### src/rtl/pcm_out_fifo.sv
// Output FIFO for decimated PCM samples from the comb stage.
// Flushes on rate change, drops CIC settling samples, and tracks overflow drops.
module pcm_out_fifo #(
  parameter int DW     = 16,
  parameter int DEPTH  = 8,
  parameter int SETTLE = 5
) (
  input  logic                     clk_div,
  input  logic                     reset_n,
  input  logic [2:0]               os_sel,
  input  logic [DW-1:0]            data_in,
  output logic [DW-1:0]            out_data,
  output logic                     out_valid,
  input  logic                     out_ready,
  output logic [$clog2(DEPTH):0]   level,
  output logic                     ovf,
  output logic [7:0]               drop_cnt,
  input  logic                     ovf_clr
);

  localparam int AW = $clog2(DEPTH);
  localparam int LW = AW + 1;
  localparam int CW = (SETTLE > 1) ? $clog2(SETTLE) : 1;

  localparam logic [1:0] ST_IDLE   = 2'd0;
  localparam logic [1:0] ST_SETTLE = 2'd1;
  localparam logic [1:0] ST_RUN    = 2'd2;

  logic [1:0]    r_state;
  logic [2:0]    r_os_sel_q;
  logic [CW-1:0] r_settle_cnt;
  logic [AW-1:0] r_wr_ptr;
  logic [AW-1:0] r_rd_ptr;
  logic [LW-1:0] r_level;
  logic          r_ovf;
  logic [7:0]    r_drop_cnt;
  logic [DW-1:0] r_mem [DEPTH];

  logic          w_flush;
  logic          w_full;
  logic          w_empty;
  logic          w_rd;
  logic          w_wr_try;
  logic          w_wr;
  logic          w_drop;
  logic [1:0]    w_state_nxt;
  logic [CW-1:0] w_cnt_nxt;

  // A disable or any rate change restarts the pipeline from an empty FIFO.
  assign w_flush  = (os_sel == 3'd0) || (os_sel != r_os_sel_q);
  assign w_full   = (r_level == LW'(DEPTH));
  assign w_empty  = (r_level == '0);
  assign w_rd     = !w_empty && out_ready && !w_flush;
  assign w_wr_try = (r_state == ST_RUN) && !w_flush;
  assign w_wr     = w_wr_try && (!w_full || w_rd);
  assign w_drop   = w_wr_try && w_full && !w_rd;

  // NOTE: every signal assigned in always_comb gets a default first, so no latch is inferred.
  always_comb begin
    w_state_nxt = r_state;
    w_cnt_nxt   = r_settle_cnt;
    if (os_sel == 3'd0) begin
      w_state_nxt = ST_IDLE;
      w_cnt_nxt   = '0;
    end else if (os_sel != r_os_sel_q) begin
      w_state_nxt = ST_SETTLE;
      w_cnt_nxt   = '0;
    end else if (r_state == ST_SETTLE) begin
      w_cnt_nxt = r_settle_cnt + 1'b1;
      if (r_settle_cnt == CW'(SETTLE - 1)) begin
        w_state_nxt = ST_RUN;
        w_cnt_nxt   = '0;
      end
    end
  end

  // NOTE: sequential state uses non-blocking assignments so every register samples pre-edge values.
  always_ff @(posedge clk_div or negedge reset_n) begin
    if (!reset_n) begin
      r_state      <= ST_IDLE;
      r_os_sel_q   <= 3'd0;
      r_settle_cnt <= '0;
      r_wr_ptr     <= '0;
      r_rd_ptr     <= '0;
      r_level      <= '0;
    end else begin
      r_state      <= w_state_nxt;
      r_os_sel_q   <= os_sel;
      r_settle_cnt <= w_cnt_nxt;
      if (w_flush) begin
        r_wr_ptr <= '0;
        r_rd_ptr <= '0;
        r_level  <= '0;
      end else begin
        if (w_wr) r_wr_ptr <= r_wr_ptr + 1'b1;
        if (w_rd) r_rd_ptr <= r_rd_ptr + 1'b1;
        case ({w_wr, w_rd})
          2'b10:   r_level <= r_level + 1'b1;
          2'b01:   r_level <= r_level - 1'b1;
          default: r_level <= r_level;
        endcase
      end
    end
  end

  // Overflow bookkeeping survives flushes; a drop coincident with a clear is still counted.
  always_ff @(posedge clk_div or negedge reset_n) begin
    if (!reset_n) begin
      r_ovf      <= 1'b0;
      r_drop_cnt <= 8'd0;
    end else if (ovf_clr) begin
      r_ovf      <= w_drop;
      r_drop_cnt <= {7'd0, w_drop};
    end else if (w_drop) begin
      r_ovf <= 1'b1;
      if (r_drop_cnt != 8'hFF) r_drop_cnt <= r_drop_cnt + 8'd1;
    end
  end

  // NOTE: storage is not reset; the empty-forces-zero output mux hides stale entries.
  always_ff @(posedge clk_div) begin
    if (w_wr) r_mem[r_wr_ptr] <= data_in;
  end

  assign out_data  = w_empty ? '0 : r_mem[r_rd_ptr];
  assign out_valid = !w_empty;
  assign level     = r_level;
  assign ovf       = r_ovf;
  assign drop_cnt  = r_drop_cnt;

endmodule
### config.mk
export PLATFORM = sky130hd
export DESIGN_NAME = pcm_out_fifo
export DESIGN_NICKNAME = d
export VERILOG_FILES = /design/src/rtl/pcm_out_fifo.sv
export SDC_FILE = /design/constraint.sdc
export NUM_CORES = 1
export LEC_CHECK = 0
export ABC_AREA = 1
export BUFFER_PORTS_ARGS = -buffer_cell sky130_fd_sc_hd__buf_2
export CORE_MARGIN = 3
export CORE_UTILIZATION = 55
export CTS_CLUSTER_DIAMETER = 50
export DETAILED_ROUTE_END_ITERATION = 7
export HOLD_SLACK_MARGIN = 0.15
export PLACE_DENSITY = 0.74
export SKIP_CTS_REPAIR_TIMING = 1
export SLEW_MARGIN = 5
export SYNTH_ARGS = -nofsm -noshare
export SYNTH_HDL_FRONTEND = slang
export SYNTH_SLANG_ARGS = --single-unit
export TNS_END_PERCENT = 30
### constraint.sdc
create_clock -name clk_div -period 2.8 [get_ports clk_div]
set_clock_uncertainty 0.1 [all_clocks]
set_input_delay 0.42 -clock clk_div [delete_from_list [all_inputs] [get_ports clk_div]]
set_output_delay 0.42 -clock clk_div [all_outputs]
set_load 0.01 [all_outputs]
Yosys cells after proc, flatten, opt, wreduce, memory -nomap -nowiden
Memories as Yosys holds them, arrays and structs flattened. Index checks and enable logic that the tools add are counted.

Word-level logic and storage cells: 68. Memories: 1. Bits in writable memories: 128. Output and inout port bits: 30. Bits in registers: 27.

Equality and inequality tests: 8. Muxes and demuxes: 22. $add $sub $neg: 6. Reductions and logical operators: 23.

Memory list: r_mem (words 8, bits a word 16, rd ports 1, clocked after Yosys merged registers in 0, wr ports 1, line 37) `logic [DW-1:0] r_mem [DEPTH];`.

Operator list (count): 3-bit 2-to-1 mux (8); 8-bit 2-to-1 mux (3); 16-bit 2-to-1 mux (1); 3-bit by 1-bit adder with 3-bit output, second input constant (3); 3-bit nonzero test (3); 8-bit by 1-bit adder with 8-bit output, second input constant (1); 2-bit 2-to-1 mux (4); 8-bit != test, second input constant (1); 4-bit case mux with 2 select lines (1); 2-bit nonzero test (4); 1-bit logical AND (6); 4-bit by 1-bit adder with 4-bit output, second input constant (1); 2-bit by 1-bit == test with 1-bit output, second input constant (2); 2-bit == test, second input constant (2); 4-bit == test, second input constant (1); 1-bit zero test (4); 4-bit zero test (1); 1-bit 2-to-1 mux (4); 4-bit 2-to-1 mux (1); 2-bit AND reduction (2); 4-bit by 1-bit subtractor with 4-bit output, second input constant (1); 3-bit == test, second input constant (1); 3-bit zero test (1); 3-bit != test (1); 1-bit logical OR (2).

Logic depth before layout (Yosys ltp)
Gate-level depths: netlist of run 1.

Word-level depth: 9. Gate-level depth with buffers: 15.

Worst setup path after synthesis of run 1
Ideal clock, no wire load.

Path type: in2reg. Start point: input os_sel[2]. End point: memory r_mem[0][0] (enable). Stages on the path: 11. Buffers on the path: 0. Setup time: 0.388 ns. Arrival time: 2.049 ns. Setup slack: 0.263 ns. Cell sequence: inv_1 > nand2_1 > nand2_1 > nand4_4 > nor2_8 > inv_2 > nand2_1 > nand2_1 > inv_2 > nand2_2 > nor2_1.

Cells in the longest elaborated chain, start to end: 8. Elaborated cells between the ends (all ways): 10. Classes of those cells: eq/ne: 1; mux: 2; reduce/logical: 7.

RTL lines: start, declared (line 10) `input logic [2:0] os_sel,`; 3-bit != test / 3-bit zero test (equally long branches) (line 50) `assign w_flush = (os_sel == 3'd0) || (os_sel != r_os_sel_q);`; 1-bit logical OR * (line 50); 1-bit zero test * (line 53, 54); 1-bit logical AND (line 53) `assign w_rd = !w_empty && out_ready && !w_flush;`; 1-bit logical OR (line 55) `assign w_wr = w_wr_try && (!w_full || w_rd);`; 1-bit logical AND * (line 55); 1-bit 2-to-1 mux * (line 122) `if (w_wr) r_mem[r_wr_ptr] <= data_in;`; 1-bit 2-to-1 mux (not written as such) * (line 122); end, declared (line 37).

Mark *: on every way between the ends. The rest lies on a longest branch, timed or not.

Final worst setup path of run 1
Start point: register r_rd_ptr[0]. End point: output out_data[0].

Cells in the longest elaborated chain, start to end: 2.

RTL lines: start, declared (line 33) `logic [AW-1:0] r_rd_ptr;`; start signal, assigned (line 96) `if (w_rd) r_rd_ptr <= r_rd_ptr + 1'b1;`; memory read 8 x 16 bit; 16-bit 2-to-1 mux (line 125) `assign out_data = w_empty ? '0 : r_mem[r_rd_ptr];`; end, declared (line 12) `output logic [DW-1:0] out_data,`.

No other way between the ends.

==> results of run 1 <==
## final timing paths
path / cells past startpoint / end / slack (ps)
worst min register to register: 2 / ovf / 390
worst min-delay path: 1 / r_mem[3][10] / 210
min in group asynchronous: 2 / r_os_sel_q[1] / 460
max in group asynchronous: 2 / r_rd_ptr[0] / 1720
worst max register to register: 12 / r_mem[2][0] / 550
worst max-delay path: 6 / out_data[0] / 110
## power by group through the flow
stage	logic (mW)	registers [mW]	clock network (mW)
global placement	0.0854	2.55	0
floorplan	0.0291	2.55	0
CTS	0.0899	2.51	2.19
detailed placement	0.0895	2.55	0
finish	0.0944	2.51	2.17
global route	0.105	2.50	2.32
## worst reg2reg max path, cell delays in order (launching register included)
cell,delay [ps]
dfrtp_1,390
inv_1,60
nand2_1,40
nand2_1,120
nand4_4,210
nor2_8,190
inv_2,80
nand2_1,60
nand2_1,70
inv_2,100
nand2_2,90
nor3_2,140
buf_4,280
## cells by family after synthesis
kind of cell / after synthesis
fa+ha+maj: 7
xor+xnor: 6
buf+inv: 61
flops: 155
simple gates: 203
compound gates: 137
## layer usage
metal  GRT usage, %  share of wire, %  up-vias
li1               -                 -     2162
met1           33.7                44     2222
met2           34.6                46      182
met3           5.59               8.1       15
met4           8.29               1.2        0
met5              0                 0        -
## layout make-up
type | instances | share of cell area [%]
flip-flops and latches | 155 | 58.1
clock buffers | 21 | 5.66
multi-input cells | 353 | 23.6
well taps | 143 | 2.30
inverters | 37 | 1.99
repair buffers | 76 | 6.82
clock inverters | 10 | 1.51
## sequential cells by signal (all words and copies together), names as in the netlist
signal	flops
r_wr_ptr	3
ovf	1
r_state	2
r_os_sel_q	3
r_rd_ptr	3
r_mem	128
r_settle_cnt	3
drop_cnt	8
level	4
## placed cells by master, fill, tap and decap left out, types with 2 or more instances in the layout
cell,Yosys,layout
dfrtp_1,27,26
nand4_1,3,3
nor2_8,3,3
clkinvlp_4,0,6
o22ai_1,16,16
bufinv_16,0,2
or2_2,2,2
dlygate4sd3_1,0,4
buf_4,1,14
nand2_1,46,46
clkbuf_1,21,4
nand2_2,7,7
edfxtp_1,128,128
nand3_1,17,17
ha_1,7,7
o21ai_1,4,4
clkbuf_16,0,19
inv_1,34,31
buf_12,0,3
inv_2,2,2
buf_2,2,52
nor2_1,114,114
nor3_2,4,4
a31oi_1,16,16
xor2_1,5,5
nand3_2,2,2
a21oi_1,7,7
o21ai_0,88,88
inv_6,1,4
o21ai_2,4,4
==> flow_summary_export.csv, run 1 <==
group,metric,value,unit
setup_path,criticalPathCategory,"flop to primary output",
finish,final_util,67.3,%
timing,setup_tns,0,ps
finish,area_delta_synth_final,17.9,%
floorplan,dieWidth,116,um
setup_path,cp_max_fo,31,
hold_path,holdCritPathClass,"input pin to flop",
logic_synthesis,syn_area,6600,sq um
power_and_ir_drop,leakage,3.02,nW
cts,cts_root_buf,"clkbuf_16",
global_routing,first_global_vias,4417,
timing,hold_violations,0,
cts,path_clk_slew,60,ps
timing,max_freq,371,MHz
floorplan,placementRows,39,
placement,place_inst,755,
cts,clk_latency,420,ps
logic_synthesis,synth_most_common_cell,"edfxtp_1",
logic_synthesis,syn_nets,599,
logic_synthesis,ys.flop_type,"edfxtp_1",
placement,postPlaceCellArea,7080,sq um
setup_path,slowest_delay,470,ps
logic_synthesis,synth_warnings,0,
setup_path,critPathRequiredTime,2280,ps
logic_synthesis,synth_edf_count,128,
logic_synthesis,async_flop_share,17.4,%
placement,port_buffers,52,
drt,antenna_left,0,
floorplan,initial_core_util,57.1,%
logic_synthesis,synth_largest_area_cell,"edfxtp_1",
setup_path,crit_start,"r_rd_ptr[0]",
timing,relSlewSlack,60.2,%
drt,wl_per_cell,18.5,um
finish,diodes,0,
drt,drt_iter0_markers,408,
global_routing,grt_pass1_wl,22.9,mm
global_routing,grt_remaining_overflow,0,
cts,h-tree-depth,4,
logic_synthesis,synth_xor_area_share,0.910,%
power_and_ir_drop,p_total,4.77,mW
setup_path,regToRegStartpoint,"r_os_sel_q[2]",
floorplan,io_pins,53,
logic_synthesis,netlist_top_cells_count,"edfxtp_1, nor2_1, o21ai_0, nand2_1, inv_1",
global_routing,grtUsageTotal,23.2,%
placement,gp_congestion,0.834,
power_and_ir_drop,p_sw_share,19.6,%
timing,layout_setup_ws,106,ps
power_and_ir_drop,power_density,613,nW/um^2
setup_path,cp-end-kind,"primary output",
power_and_ir_drop,p_sw,0.934,mW
finish,fin_area,7780,sq um
logic_synthesis,synthAdderAreaFrac,1.33,%
finish,nNetsFinal,670,
finish,drive_above_1_share,20.2,%
logic_synthesis,synth_cells,569,
drt,dr_total_vias,4581,
finish,multi_input_area,1840,sq um
setup_path,worstPathArrival,2170,ps
cts,cts_buffers,17,
logic_synthesis,synth-seq-cells,155,
floorplan,die_area,13300,sq um
timing,fin_crit,2690,ps
timing,setup_viol,0,
logic_synthesis,synth_area_leaders,"edfxtp_1, dfrtp_1, o21ai_0, nor2_1, nand2_1",
drt,drc,0,
logic_synthesis,yosysSeqAreaShare,68.5,%
power_and_ir_drop,pwr-share-comb,2.0,%
power_and_ir_drop,internal_power,3.84,mW
timing,period_share,96.2,%
logic_synthesis,synthMuxAreaShare,0,%
floorplan,core-area,11600,sq um
drt,wl,14.7,mm
placement,dpl.hpwl,9.10,mm
power_and_ir_drop,seqPwrFrac,52.5,%
global_routing,antenna_found_initial,0,
cts,cts_tree,"yes",
setup_path,cp_num_buf_inv,4,
logic_synthesis,yosys.area_share.simple,14.3,%
logic_synthesis,synth_top_area_share,58.2,%
setup_path,start_kind,"flop",
logic_synthesis,synth_compound_area_share,11.4,%
logic_synthesis,syn_avg_cell_area,11.6,sq um
placement,preCtsSetupSlack,379,ps
logic_synthesis,synth_top_family_by_area,"simple AND/OR/NAND/NOR gates",
timing,rsz0062_at_grt,"false",
global_routing,grt_max_degree,66,
finish,ff_latch_area,4520,sq um
timing,fin_hold_ws,208,ps
run_status,status,"finished, final reports clean",
cts,cts_buffer_depth,2,
finish,instances_no_fill,795,
drt,vias_per_cell,5.76,
setup_path,cp_slowest_cell,"dfrtp_2",
drt,first_pass_iters,5,
setup_path,crit_family,"buffers and inverters",
setup_path,worstPathCellList,"clkinvlp_4, buf_4, clkbuf_16, o21ai_0, a31oi_1, buf_2",
cts,clock_sinks,155,
run,drv_cap,0,
timing,slew_violations,0,
finish,nFillCells,812,
power_and_ir_drop,power.share.clock,45.5,%
hold_path,min-delay-start,"data_in[10]",
power_and_ir_drop,peakVddDrop,0.370,mV
timing,tightest_slew,597,ps
logic_synthesis,synth_cell_types,33,
floorplan,die_h,116,um
Note: power is estimated with default switching activity, not from simulation.
==> run 2: changes to the inputs <==
- PLACE_DENSITY: 0.74 -> unset
- PLACE_DENSITY_LB_ADDON: unset -> 0.25
==> run 2 against run 1 <==
Effect of this change:
- global-route usage is 0.66 points lower
- clock power is 11% higher
- final area is 0.24% lower
- sequential share of layout area is 0.14 points higher
- combinational power is 1% higher
- critical path type is now input pin to flop
- critical endpoint is now r_mem[4][12]
- largest power group unchanged
==> flow_summary_export.csv, run 2 (synthesis gave the netlist of run 1 again) <==
group,metric,value,unit
run_status,status,"finished, final reports clean",
setup_path,worstPathCellList,"dlygate4sd3_1, buf_2, inv_1, nand2_1, nand2_1, nand4_4, nor2_8, inv_2, nand2_1, nand2_1, inv_2, nand2_2, nor3_2, buf_4",
global_routing,grt_max_degree,42,
cts,h-tree-depth,4,
power_and_ir_drop,power.share.clock,48.0,%
hold_path,hold_depth,1,
drt,dr_total_vias,4610,
timing,setup_tns,0,ps
hold_path,min-delay-start,"data_in[5]",
setup_path,cp_slowest_cell,"dlygate4sd3_1",
floorplan,initial_core_util,57.1,%
finish,instances_no_fill,797,
power_and_ir_drop,leakage,3.04,nW
finish,diodes,0,
finish,largest_register,"r_mem",
timing,hold_violations,0,
cts,cts_root_buf,"clkbuf_16",
setup_path,worstPathArrival,2680,ps
finish,area_delta_synth_final,17.7,%
setup_path,slowest_delay,560,ps
placement,gp_congestion,0.885,
timing,max_freq,373,MHz
timing,slew_violations,0,
setup_path,regToRegStartpoint,"r_os_sel_q[0]",
global_routing,first_global_vias,4223,
global_routing,grtUsageTotal,22.5,%
hold_path,whs_endpoint,"r_mem[0][5]",
drt,antenna_left,0,
global_routing,grt_remaining_overflow,0,
setup_path,critPathRequiredTime,2800,ps
drt,wl_per_cell,18.0,um
cts,clk_latency,420,ps
timing,relSlewSlack,57.1,%
power_and_ir_drop,power_density,644,nW/um^2
timing,setup_viol,0,
cts,cts_buffers,17,
setup_path,cp_common_cell,"nand2_1",
finish,layout_commonest_cell,"edfxtp_1",
timing,fin_hold_ws,191,ps
power_and_ir_drop,seqPwrFrac,50.1,%
cts,cts_tree,"yes",
power_and_ir_drop,peakVddDrop,0.384,mV
power_and_ir_drop,internal_power,4.02,mW
drt,drt_iter0_markers,452,
run,drv_cap,0,
floorplan,placementRows,39,
floorplan,die_area,13300,sq um
setup_path,cp-end-kind,"flop",
setup_path,worstRegToRegCells,10,
timing,fin_crit,2680,ps
finish,drive_above_1_share,20.6,%
finish,final_cell_mix,"edfxtp_1, nor2_1, o21ai_0",
setup_path,criticalPathCategory,"input pin to flop",
setup_path,cp_max_fo,16,
drt,first_pass_iters,5,
cts,cts_buffer_depth,2,
setup_path,start_kind,"input pin",
placement,port_buffers,52,
power_and_ir_drop,p_sw_share,19.6,%
finish,nNetsFinal,671,
power_and_ir_drop,p_total,5.00,mW
floorplan,io_pins,53,
power_and_ir_drop,pwr-share-comb,1.9,%
drt,wl,14.3,mm
finish,final_util,67.1,%
global_routing,antenna_found_initial,0,
floorplan,dieWidth,116,um
drt,drc,0,
setup_path,crit_family,"buffers and inverters",
timing,period_share,95.6,%
cts,path_clk_slew,60,ps
setup_path,rr_endpoint,"r_mem[4][12]",
floorplan,core-area,11600,sq um
placement,dpl.hpwl,9.10,mm
global_routing,grt_pass1_wl,22.5,mm
timing,tightest_slew,642,ps
setup_path,r2r_setup_slack,470,ps
power_and_ir_drop,p_sw,0.981,mW
cts,clock_sinks,155,
floorplan,die_h,116,um
drt,vias_per_cell,5.78,
finish,largest_reg_flops,128,
setup_path,cp_num_buf_inv,6,
hold_path,holdCritPathClass,"input pin to flop",
placement,place_inst,758,
[run 2: changes by cell type in the layout (fill, tap and decap cells not counted), moves of 2 or more]
cell	change
clkinvlp_4	-4
bufinv_16	+2
clkbuf_1	-3
buf_12	-3
inv_1	+2
clkbuf_16	-2
buf_4	+7
clkinv_2	+2
[run 2: layout make-up]
cell class,count,area (sq um)
repair buffers,77,458
multi-input cells,353,1840
fillers,817,3800
flip-flops and latches,155,4520
clock buffers,18,429
inverters,37,148
clock inverters,14,190
well taps,143,179
[run 2: worst max-delay path by stage]
stage	startpoint	end	slack, ps	cells after the start
final	os_sel[2]	r_mem[4][12]	120	14
after global routing	os_sel[2]	r_mem[4][6]	-40	14
after CTS	r_rd_ptr[1]	out_data[2]	2	7
after detailed placement	os_sel[0]	r_mem[5][1]	330	11
after global placement	os_sel[0]	r_mem[4][1]	420	11
after floorplan	os_sel[2]	r_mem[0][0]	260	11
[run 2: routing by layer]
metal,global-route usage [%],wire [um],vias to the layer above
met2,36.0,7000,223
met1,30.8,6010,2193
met5,0,0,-
met3,3.97,1010,39
li1,-,-,2155
met4,9.62,323,0
[run 2: stage by stage]
| stage | worst slack (ps) | instance area, sq um |
|---|---|---|
| 2_1_floorplan | 263 | 6600 |
| 3_3_place_gp | 424 | 7080 |
| 3_5_place_dp | 333 | 7080 |
| 4_1_cts | 1.90 | 7700 |
| 5_1_grt | -39.8 | 7760 |
| 6_report | 122 | 7760 |
[run 2: power by group through the flow]
stage | sequential (mW) | combinational (mW) | clock (mW)
floorplan | 2.55 | 0.0291 | 0
global placement | 2.55 | 0.0872 | 0
detailed placement | 2.55 | 0.0910 | 0
CTS | 2.50 | 0.0915 | 2.43
global route | 2.50 | 0.105 | 2.53
finish | 2.50 | 0.0953 | 2.40
==> run 3: changes to the inputs <==
- CORE_ASPECT_RATIO: unset -> 0.5
==> run 3 against run 2 <==
Effect of this change:
- routed wire length fell by 2.3%
- clock power rose by 5%
- register-to-register slack improved by 100 ps
- final cell count rose by 1.9%
- worst hold slack got worse by 24 ps
- critical endpoint is now r_mem[2][12]
==> flow_summary_export.csv, run 3 (synthesis gave the netlist of run 1 again) <==
group,metric,value,unit
power_and_ir_drop,leakage,3.05,nW
power_and_ir_drop,peakVddDrop,0.473,mV
global_routing,grt_pass1_wl,22.7,mm
finish,largest_register,"r_mem",
floorplan,core-area,11400,sq um
drt,antenna_left,0,
global_routing,met2_usage,35.2,%
floorplan,io_pins,53,
timing,hold_violations,0,
placement,gp_congestion,0.826,
setup_path,criticalPathCategory,"input pin to flop",
cts,cts_buffers,17,
finish,final_cell_mix,"edfxtp_1, nor2_1, o21ai_0",
placement,port_buffers,52,
global_routing,grtUsageTotal,21.8,%
run,drv_cap,0,
timing,max_freq,391,MHz
timing,setup_viol,0,
power_and_ir_drop,power_density,653,nW/um^2
cts,cts_tree,"yes",
global_routing,grtUsageMet1,28.9,%
finish,nFillCells,823,
drt,first_pass_iters,5,
timing,fin_crit,2560,ps
power_and_ir_drop,internal_power,4.11,mW
setup_path,worstRegToRegCells,10,
hold_path,whs_endpoint,"r_mem[4][0]",
timing,period_share,91.3,%
global_routing,antenna_found_initial,0,
floorplan,dieWidth,161,um
setup_path,cp_max_fo,11,
setup_path,r2r_setup_slack,570,ps
hold_path,min-delay-start,"data_in[0]",
power_and_ir_drop,seqPwrFrac,49.0,%
timing,tightest_slew,630,ps
power_and_ir_drop,p_sw_share,19.5,%
power_and_ir_drop,power.share.clock,49.3,%
cts,cts_buffer_depth,2,
global_routing,grt-busiest-layer,"met2",
drt,wl_per_cell,17.3,um
floorplan,placementRows,27,
drt,drc,0,
finish,diodes,0,
timing,rsz0062_at_grt,"false",
global_routing,met3_usage,5.90,%
drt,vias_per_cell,5.62,
global_routing,grt_remaining_overflow,0,
timing,relSlewSlack,58.0,%
setup_path,worstPathArrival,2570,ps
finish,largest_reg_flops,128,
drt,dr_total_vias,4564,
cts,clk_latency,410,ps
floorplan,die_area,13400,sq um
floorplan,die_h,83.5,um
cts,h-tree-depth,4,
run_status,status,"finished, final reports clean",
timing,slew_violations,0,
drt,wl,14.0,mm
setup_path,critPathRequiredTime,2810,ps
timing,setup_tns,0,ps
setup_path,rr_endpoint,"r_mem[2][12]",
setup_path,cp-end-kind,"flop",
cts,cts_root_buf,"clkbuf_16",
cts,clock_sinks,155,
finish,nNetsFinal,671,
floorplan,initial_core_util,58.1,%
finish,final_util,68.9,%
power_and_ir_drop,pwr-share-comb,1.7,%
cts,path_clk_slew,60,ps
hold_path,holdCritPathClass,"input pin to flop",
finish,area_delta_synth_final,18.5,%
drt,drt_iter0_markers,347,
hold_path,hold_depth,1,
global_routing,grt_max_degree,66,
placement,preCtsSetupSlack,384,ps
finish,drive_above_1_share,20.7,%
finish,layout_commonest_cell,"edfxtp_1",
setup_path,regToRegStartpoint,"r_os_sel_q[0]",
placement,dpl.hpwl,7.98,mm
setup_path,start_kind,"input pin",
global_routing,first_global_vias,4436,
power_and_ir_drop,p_sw,0.997,mW
timing,layout_setup_ws,244,ps
## run 3: final cells by class
| cell class | count | area, sq um | share of cell area [%] |
|---|---|---|---|
| Sequential cell | 155 | 4520 | 57.8 |
| Clock inverter | 14 | 215 | 2.75 |
| Tap cell | 159 | 199 | 2.54 |
| Inverter | 37 | 148 | 1.89 |
| Multi-Input combinational cell | 353 | 1840 | 23.5 |
| Timing Repair Buffer | 77 | 470 | 6.02 |
| Clock buffer | 17 | 425 | 5.44 |
## run 3: routing by layer
metal  routed length (um)  share of wire, %
met3                 1060               7.6
met2                 6590                47
met5                    0                 0
met4                  304               2.2
met1                 6050                43
## run 3: per-stage QoR
step | total power, mW | instance area, sq um | cells | hold slack, ps
finish | 5.11 | 7820 | 812 | 167
floorplan | 2.58 | 6600 | 569 | 24.4
global placement | 2.63 | 7120 | 775 | 367
global route | 5.25 | 7820 | 812 | 163
CTS | 5.13 | 7760 | 806 | -64.4
detailed placement | 2.64 | 7120 | 775 | 376
## run 3: power by group through the flow
stage	combinational (mW)	clock, mW	sequential, mW
5_1_grt	0.0993	2.65	2.50
3_3_place_gp	0.0824	0	2.55
2_1_floorplan	0.0291	0	2.55
4_1_cts	0.0848	2.54	2.50
6_report	0.0872	2.52	2.50
3_5_place_dp	0.0843	0	2.55
## run 3: worst max path at each step
stage,start,to,slack (ps)
CTS,r_rd_ptr[0],out_data[0],20
detailed placement,os_sel[0],r_mem[2][5],380
global placement,os_sel[0],r_mem[4][6],450
finish,os_sel[0],r_mem[2][12],240
global route,os_sel[2],r_mem[2][13],60
floorplan,os_sel[2],r_mem[0][0],260
## run 3: critical path, cell delays in order
cell	delay, ps
dlygate4sd3_1	540
buf_2	150
xnor2_2	220
nand4_4	210
nor2_8	190
inv_2	80
nand2_1	60
nand2_1	70
inv_2	90
nand2_2	90
nor3_2	180
buf_4	260
